[src/rtl/fir_axis_decimator.sv]
// fir_axis_decimator
//   Multichannel AXI-Stream decimate-by-D stage. Keeps every D-th sample of
//   each TID-tagged channel (independent phase per channel), re-frames the
//   kept samples with a per-channel tlast every FRAME_LEN outputs, and buffers
//   them in a 2-entry skid buffer so the stage runs at full rate under
//   backpressure.
//
// Ports
//   aclk, aresetn        clock (rising edge) / async active-low reset
//   s_axis_t*            filtered input stream (tlast ignored)
//   m_axis_t*            decimated output stream, tlast marks end of frame
//   decim_factor         requested D; 0 -> 1, >MAX_DECIM -> MAX_DECIM
//   kept_count           kept samples accepted since reset (wraps)
//   bad_tid_count        accepted samples with tid >= N_CHANNELS (saturates)
module fir_axis_decimator #(
  parameter int N_CHANNELS = 4,
  parameter int DATA_WIDTH = 16,
  parameter int TID_WIDTH  = (N_CHANNELS > 1) ? $clog2(N_CHANNELS) : 1,
  parameter int MAX_DECIM  = 16,
  parameter int FRAME_LEN  = 64,
  localparam int DEC_WIDTH = $clog2(MAX_DECIM + 1)
) (
  input  logic                  aclk,
  input  logic                  aresetn,
  input  logic                  s_axis_tvalid,
  output logic                  s_axis_tready,
  input  logic [DATA_WIDTH-1:0] s_axis_tdata,
  input  logic [TID_WIDTH-1:0]  s_axis_tid,
  input  logic                  s_axis_tlast,
  output logic                  m_axis_tvalid,
  input  logic                  m_axis_tready,
  output logic [DATA_WIDTH-1:0] m_axis_tdata,
  output logic [TID_WIDTH-1:0]  m_axis_tid,
  output logic                  m_axis_tlast,
  input  logic [DEC_WIDTH-1:0]  decim_factor,
  output logic [31:0]           kept_count,
  output logic [15:0]           bad_tid_count
);

  localparam int PH_WIDTH = (MAX_DECIM > 1) ? $clog2(MAX_DECIM) : 1;
  localparam int OC_WIDTH = (FRAME_LEN > 1) ? $clog2(FRAME_LEN) : 1;

  // Per-channel phase / frame counters
  logic [PH_WIDTH-1:0] ph_q [N_CHANNELS];
  logic [PH_WIDTH-1:0] ph_d [N_CHANNELS];
  logic [OC_WIDTH-1:0] oc_q [N_CHANNELS];
  logic [OC_WIDTH-1:0] oc_d [N_CHANNELS];

  // Configuration
  logic [DEC_WIDTH-1:0] d_reg_q, d_reg_d, d_clamped;
  logic                 cfg_pending_q, cfg_pending_d;

  // Output register and skid register
  logic                  out_valid_q, out_valid_d;
  logic [DATA_WIDTH-1:0] out_data_q, out_data_d;
  logic [TID_WIDTH-1:0]  out_tid_q, out_tid_d;
  logic                  out_last_q, out_last_d;
  logic                  skid_valid_q, skid_valid_d;
  logic [DATA_WIDTH-1:0] skid_data_q, skid_data_d;
  logic [TID_WIDTH-1:0]  skid_tid_q, skid_tid_d;
  logic                  skid_last_q, skid_last_d;

  logic        s_ready_q, s_ready_d;
  logic [31:0] kept_cnt_q, kept_cnt_d;
  logic [15:0] bad_cnt_q, bad_cnt_d;

  logic                accept, tid_ok, kept, new_last, drain, cfg_change;
  logic [PH_WIDTH-1:0] ph_sel, ph_wrap;
  logic [OC_WIDTH-1:0] oc_sel, oc_wrap;

  always_comb begin
    d_clamped = decim_factor;
    if (decim_factor == '0) begin
      d_clamped = DEC_WIDTH'(1);
    end else if (decim_factor > DEC_WIDTH'(MAX_DECIM)) begin
      d_clamped = DEC_WIDTH'(MAX_DECIM);
    end
  end

  // A change request is raised for exactly one cycle; the pending flag itself
  // masks a second request while D_reg has not yet caught up.
  assign cfg_change = (d_clamped != d_reg_q) && !cfg_pending_q;

  assign accept = s_axis_tvalid && s_ready_q;
  assign tid_ok = (int'(s_axis_tid) < N_CHANNELS);
  assign drain  = out_valid_q && m_axis_tready;

  always_comb begin
    ph_sel = '0;
    oc_sel = '0;
    for (int c = 0; c < N_CHANNELS; c++) begin
      if (s_axis_tid == TID_WIDTH'(c)) begin
        ph_sel = ph_q[c];
        oc_sel = oc_q[c];
      end
    end
  end

  assign kept     = accept && tid_ok && (ph_sel == '0);
  assign new_last = (oc_sel == OC_WIDTH'(FRAME_LEN - 1));
  assign ph_wrap  = ((DEC_WIDTH'(ph_sel) + DEC_WIDTH'(1)) >= d_reg_q) ? '0 : ph_sel + PH_WIDTH'(1);
  assign oc_wrap  = new_last ? '0 : oc_sel + OC_WIDTH'(1);

  always_comb begin
    ph_d          = ph_q;
    oc_d          = oc_q;
    d_reg_d       = d_reg_q;
    cfg_pending_d = cfg_change;
    kept_cnt_d    = kept_cnt_q;
    bad_cnt_d     = bad_cnt_q;

    if (cfg_pending_q) begin
      d_reg_d = d_clamped;
    end

    for (int c = 0; c < N_CHANNELS; c++) begin
      if (cfg_pending_q) begin
        ph_d[c] = '0;
        oc_d[c] = '0;
      end else if (accept && (s_axis_tid == TID_WIDTH'(c))) begin
        ph_d[c] = ph_wrap;
        if (ph_sel == '0) begin
          oc_d[c] = oc_wrap;
        end
      end
    end

    if (kept) begin
      kept_cnt_d = kept_cnt_q + 32'd1;
    end
    if (accept && !tid_ok && (bad_cnt_q != 16'hFFFF)) begin
      bad_cnt_d = bad_cnt_q + 16'd1;
    end
  end

  always_comb begin
    out_valid_d  = out_valid_q;
    out_data_d   = out_data_q;
    out_tid_d    = out_tid_q;
    out_last_d   = out_last_q;
    skid_valid_d = skid_valid_q;
    skid_data_d  = skid_data_q;
    skid_tid_d   = skid_tid_q;
    skid_last_d  = skid_last_q;

    if (!out_valid_q || drain) begin
      if (skid_valid_q) begin
        out_valid_d  = 1'b1;
        out_data_d   = skid_data_q;
        out_tid_d    = skid_tid_q;
        out_last_d   = skid_last_q;
        skid_valid_d = kept;
        if (kept) begin
          skid_data_d = s_axis_tdata;
          skid_tid_d  = s_axis_tid;
          skid_last_d = new_last;
        end
      end else begin
        out_valid_d = kept;
        if (kept) begin
          out_data_d = s_axis_tdata;
          out_tid_d  = s_axis_tid;
          out_last_d = new_last;
        end
      end
    end else if (kept) begin
      // Output stalled: ready was only high because the skid was empty.
      skid_valid_d = 1'b1;
      skid_data_d  = s_axis_tdata;
      skid_tid_d   = s_axis_tid;
      skid_last_d  = new_last;
    end

    s_ready_d = !skid_valid_d && !cfg_change;
  end

  always_ff @(posedge aclk or negedge aresetn) begin
    if (!aresetn) begin
      for (int c = 0; c < N_CHANNELS; c++) begin
        ph_q[c] <= '0;
        oc_q[c] <= '0;
      end
      d_reg_q       <= DEC_WIDTH'(1);
      cfg_pending_q <= 1'b0;
      out_valid_q   <= 1'b0;
      out_data_q    <= '0;
      out_tid_q     <= '0;
      out_last_q    <= 1'b0;
      skid_valid_q  <= 1'b0;
      skid_data_q   <= '0;
      skid_tid_q    <= '0;
      skid_last_q   <= 1'b0;
      s_ready_q     <= 1'b0;
      kept_cnt_q    <= '0;
      bad_cnt_q     <= '0;
    end else begin
      ph_q          <= ph_d;
      oc_q          <= oc_d;
      d_reg_q       <= d_reg_d;
      cfg_pending_q <= cfg_pending_d;
      out_valid_q   <= out_valid_d;
      out_data_q    <= out_data_d;
      out_tid_q     <= out_tid_d;
      out_last_q    <= out_last_d;
      skid_valid_q  <= skid_valid_d;
      skid_data_q   <= skid_data_d;
      skid_tid_q    <= skid_tid_d;
      skid_last_q   <= skid_last_d;
      s_ready_q     <= s_ready_d;
      kept_cnt_q    <= kept_cnt_d;
      bad_cnt_q     <= bad_cnt_d;
    end
  end

  assign s_axis_tready = s_ready_q;
  assign m_axis_tvalid = out_valid_q;
  assign m_axis_tdata  = out_data_q;
  assign m_axis_tid    = out_tid_q;
  assign m_axis_tlast  = out_last_q;
  assign kept_count    = kept_cnt_q;
  assign bad_tid_count = bad_cnt_q;

  // Input tlast carries no meaning here; framing is regenerated per channel.
  logic unused_tlast;
  assign unused_tlast = s_axis_tlast;

endmodule

[config.mk]
export PLATFORM = sky130hd
export DESIGN_NAME = fir_axis_decimator
export DESIGN_NICKNAME = d
export VERILOG_FILES = /design/src/rtl/fir_axis_decimator.sv
export SDC_FILE = /design/constraint.sdc
export NUM_CORES = 1
export LEC_CHECK = 0
export CAP_MARGIN = 30
export CORE_MARGIN = 5
export CORE_UTILIZATION = 54
export CTS_CLUSTER_DIAMETER = 30
export DETAILED_ROUTE_END_ITERATION = 12
export PLACE_DENSITY = 0.88
export SLEW_MARGIN = 10
export SYNTH_ARGS = -nofsm -noshare
export SYNTH_HDL_FRONTEND = slang
export SYNTH_SLANG_ARGS = --single-unit
export TNS_END_PERCENT = 30
[constraint.sdc]
create_clock -name aclk -period 3.4 [get_ports aclk]
set_input_delay 0.68 -clock aclk [delete_from_list [all_inputs] [get_ports aclk]]
set_output_delay 0.68 -clock aclk [all_outputs]
set_load 0.01 [all_outputs]
Word-level counts from Yosys, hierarchy flattened
Index checks and enable logic that the tools add are counted.
- register bits: 119
- input port bits: 28
- output and inout port bits: 69
- word-level logic and storage cells: 108
- add/subtract/negate cells: 4
- magnitude comparators: 2
- equal/unequal tests: 6
- multiplexer cells: 48
- reductions and logical operators: 28
- operators with widths (kind ; count):
    $mux W6 ; 14
    $mux W16 ; 5
    $mux W4 ; 13
    $add A32 B1 Y32 const B ; 1
    $reduce_bool A2 Y1 ; 6
    $mux W2 ; 5
    $mux W5 ; 2
    $reduce_and A2 Y1 ; 5
    $logic_and A1 B1 Y1 ; 9
    $mux W1 ; 9
    $add A6 B1 Y6 const B ; 1
    $eq A6 B6 Y1 const B ; 1
    $add A4 B1 Y5 const B ; 1
    $ge A5 B5 Y1 ; 1
    $gt A5 B5 Y1 const B ; 1
    $logic_not A5 Y1 ; 1
    $ne A5 B5 Y1 ; 1
    $add A4 B1 Y4 const B ; 1
    $eq A2 B2 Y1 const B ; 2
    $logic_not A1 Y1 ; 4
    $logic_not A4 Y1 ; 1
    $eq A2 B1 Y1 const B ; 1
    $logic_not A2 Y1 ; 1
    $ne A2 B2 Y1 const B ; 1
    $logic_or A1 B1 Y1 ; 1

Depth between registers and ports, before layout
- depth after elaboration: 11
- depth in mapped cells: 12
- gate-level depth less buffers: 8

Worst setup path before layout
Ideal clock, no wire load.
- path type: input to register
- from: input port s_axis_tid[1]
- to: register ph_q[1] (netlist bit)
- arrival time: 2847 ps
- data required time: 3314 ps
- setup slack: 467 ps
- stages: 9
- path buffers: 2
- cells stage by stage: clkbuf_8 > clkbuf_1 > mux4_2 > ha_1 > and3_1 > ha_1 > a211oi_1 > o211ai_1 > o21ai_0
- word-level cells in the longest chain between the ends: 10
- RTL lines (item ; line ; source):
    start, declared ; 28 ; input logic [TID_WIDTH-1:0] s_axis_tid,
    $logic_not A2 Y1 ; 92 ; if (s_axis_tid == TID_WIDTH'(c)) begin
    $mux W4 (4 in series) ; 92 ;
    $add A4 B1 Y5 ; 101 ; assign ph_wrap = ((DEC_WIDTH'(ph_sel) + DEC_WIDTH'(1)) >= d_reg_q) ? '0 : ph_sel + PH_WIDTH'(1);
    $ge A5 B5 Y1 ; 101 ;
    $mux W4 ; 101 ;
    $mux W4 ; 120 ; end else if (accept && (s_axis_tid == TID_WIDTH'(c))) begin
    $mux W4 ; 117 ; if (cfg_pending_q) begin
    end signal, assigned ; 197 ; ph_q <= ph_d;
    end, declared ; 44 ; logic [PH_WIDTH-1:0] ph_q [N_CHANNELS];
Parallel ways exist; a longest one is shown, timed or not. The select of a mux whose other input is x is not followed.
A chain may end at the register's enable or synchronous reset.

Worst setup path after layout
- from: input port s_axis_tid[0]
- to: register ph_q[3] (netlist bit)
Same word-level chain as after synthesis.

==> results.md <==
* Status: complete, no violations
* Final WL at 15.0 mm
* Effective utilization at floorplan at a little over half
* Leading area contributor after synthesis: dfrtp_1
* Clk root buf: clkbuf_8
* Tot GR Track Use at around a quarter
* Skew-Pair Late Insertion Delay at around 0.53 ns
* Hpwl dp at 9.61 mm
* Arr. time, crit path at approximately 3.5 ns
* Ys Warns at 0
* Worst reg2reg path startpoint: ph_q[8]
* Skew final at 0.0118 ns
* CTS Hold Bufs at 0
* Post-route insts no fill at roughly 770
* PwrDens at 799 nW/um^2
* Crit path required time at 3.83 ns
* Vias in the first global route at 4,911
* Area contributors post-synth: dfrtp_1, mux2_2, xnor2_1
* RSZ-0062 raised after global routing: no
* GPL Wtd Cong at 0.825
* Synth top area share at a little over 50%
* Diodes inserted at 0
* Max-capacitance violation count at 0
* TritonRoute pass-1 iters at 5
* Setup crit start kind: input pin
* Total global routing overflow at 0
* Cell mode on critical path: buf_4
* Clock buffer depth at 2
* Die area at 13,000 sq um
* Clk sinks at about 120
* R2r setup slk at around 0.74 ns
* # rows at 38
* DR DRC count at 0
* Final Hold Viols at 0
* Antenna violations before repair at 0
* Seq/Total Area, Yosys at 50.8%
* CTS tree: built
* Fmax at 322 MHz
* Slew @ Worst Pin at roughly 0.82 ns
* Normalized max-slew margin at 45.2%
* Crit path time final at 3.11 ns
* TNS Setup at 0 ns
* Initial detailed-routing violation count at 512
* Worst Setup EP: ph_q[3]
* H-tree depth at 4
* Fin nets at 651
* CP Capture Type: flip-flop
* Worst vdd ir at 432 uV
* Port Buf Inserts at 79
* Synth top cells by count: dfrtp_1, mux2_2, o22ai_1
* Fillers at 671
* Number of buffers created by CTS at 17
* Area grow syn2layout at 29.0%
* CP max FO at 7
* FF-to-FF path depth at 8
* Pin count of the biggest net entering global routing at 92
* Setup CP Type: input pin to flip-flop
* Crit-path max cell delay at 0.63 ns
* R2R Path End: ph_q[3]
* Final ANT Viol Nets at 0
* # IOs at 97
* Critical path origin: s_axis_tid[0]
* Worst path cell trace: clkdlybuf4s50_1 -> buf_4 -> mux4_1 -> buf_4 -> xor2_1 -> ha_1 -> a21oi_1 -> o211ai_1 -> o21ai_0
* Via density at 6.02
* Synth Register Bits at 119
* Min-delay worst type: input pin to asynchronous set/reset pin
* Ratio of cells with drive above 1 in the final layout at 18.8%
* Synth cell types at 56
* Clock-pin slew on the worst setup and hold paths at 0.06 ns
* Pins Over Slew Limit at 0
* Avg WL per Cell at 19.5 microns
* Via Count at roughly 4.6k
* First-pass GRT wire length at between 20 and 25 mm
* Die X at 114 microns
* Post-Syn Instances at 509
* Post-cts sizing count at 0
* Die span in y at around 110 microns
* Post-synth EDFFs at 0
* Static Leak at 0.00331 uW
* Final Setup Violations at 0
* Critical-path top delay cell: mux4_1
* Ys flop type: dfrtp_1
* Post-Route Utilization at 70.4%
* Synthesized area at 5860 sq um
* Placed Instances at 733
* # Post-CTS Setup Buffers at 0
* Core ar. at 10,700 sq um
* Ys async rst share at 100%
* Most numerous cell in the Yosys netlist: dfrtp_1
* Fin crit share at 91.5%
* Synthesized area per cell at 11.5 sq um
==> stage by stage <==
step           area, sq um  power [uW]  hold WS, ns  setup WS (ns)
2_1_floorplan         5920        3250        0.384          0.467
3_3_place_gp          6890        3940        0.466        -0.0517
3_5_place_dp          6890        4070        0.477         -0.189
4_1_cts               7530        6020       0.0796          0.314
5_1_grt               7560        6330       0.0992          0.121
6_report              7560        6040       0.0797          0.290
==> power by group <==
group	switching (uW)	leakage [uW]	total [uW]	internal, uW
Clock	635	0.000301	1920	1280
Combinational	934	0.00148	1970	1040
Sequential	329	0.00153	2150	1820
==> worst max-delay path: cells and delay by family <==
kind	cells	cell delay (ns)
XOR/XNOR	1	0.20
buffers and inverters	3	0.97
adder cells (fa/ha/maj)	1	0.27
multiplexers	1	0.63
AO/OA/AOI/OAI	3	0.78
==> registers in the layout (all words and copies together), names as in the netlist, 2 cells and up <==
register / flops
d_reg_q: 5
skid_tid_q: 2
skid_data_q: 16
m_axis_tdata: 16
kept_count: 32
m_axis_tid: 2
oc_q: 24
ph_q: 16
==> worst min-delay path by stage <==
stage | from | end | slack (ns) | cells past startpoint
2_1_floorplan | aresetn | cfg_pending_q | 0.38 | 0
3_3_place_gp | kept_count[31] | kept_count[31] | 0.47 | 1
3_5_place_dp | kept_count[31] | kept_count[31] | 0.48 | 1
4_1_cts | aresetn | kept_count[16] | 0.08 | 1
5_1_grt | aresetn | kept_count[14] | 0.1 | 1
6_report | aresetn | kept_count[14] | 0.08 | 1
==> per-layer routing <==
metal | GRT usage (%) | vias to the layer above | share of wire (%) | wire length [microns]
met5 | 0 | - | 0 | 0
met4 | 9.11 | 0 | 1.8 | 264
met3 | 5.97 | 30 | 6.1 | 918
met2 | 40.0 | 205 | 52 | 7780
met1 | 28.9 | 2336 | 40 | 6020
li1 | - | 2045 | - | -
==> final cells by class <==
type	count	area, sq um	area share, %
clock inverter	12	200	2.65
tap	140	175	2.32
multi-input combinational	349	2640	34.9
timing repair buffer	112	1080	14.2
sequential	119	2980	39.4
inverter	15	56.3	0.745
clock buffer	20	435	5.76
==> cell usage in the layout (no fill, tap or decap), types with 3 or more instances in the layout <==
cell type / n
nand3_1: 16
nand3b_1: 12
clkdlybuf4s50_1: 78
nor2b_1: 4
clkbuf_16: 16
o22ai_1: 38
inv_1: 12
or2_1: 3
o211ai_1: 4
clkinv_1: 3
nand2b_1: 8
ha_1: 9
and3_1: 7
mux4_1: 5
nand4_1: 10
xnor2_1: 28
conb_1: 16
and4_1: 3
o21ai_0: 16
nor2_1: 18
mux2i_1: 8
mux2_2: 40
buf_4: 30
a31oi_1: 9
bufinv_16: 5
clkinvlp_4: 3
a21oi_1: 20
nor3_1: 13
xor2_1: 10
nand2_1: 22
dfrtp_1: 118
mux4_2: 6
==> logic make-up after synthesis <==
kind of cell	Yosys count	share of synthesized area, %
other	1	0.0640
and+or+nand+nor	131	12.9
buffers and inverters	56	5.10
AOI/OAI and AO/OA	95	9.76
DFF	119	50.8
adders and majority gates	10	2.09
muxes	59	13.6
xor gates and xnor gates	38	5.68
(Power assumes the default switching activity.)
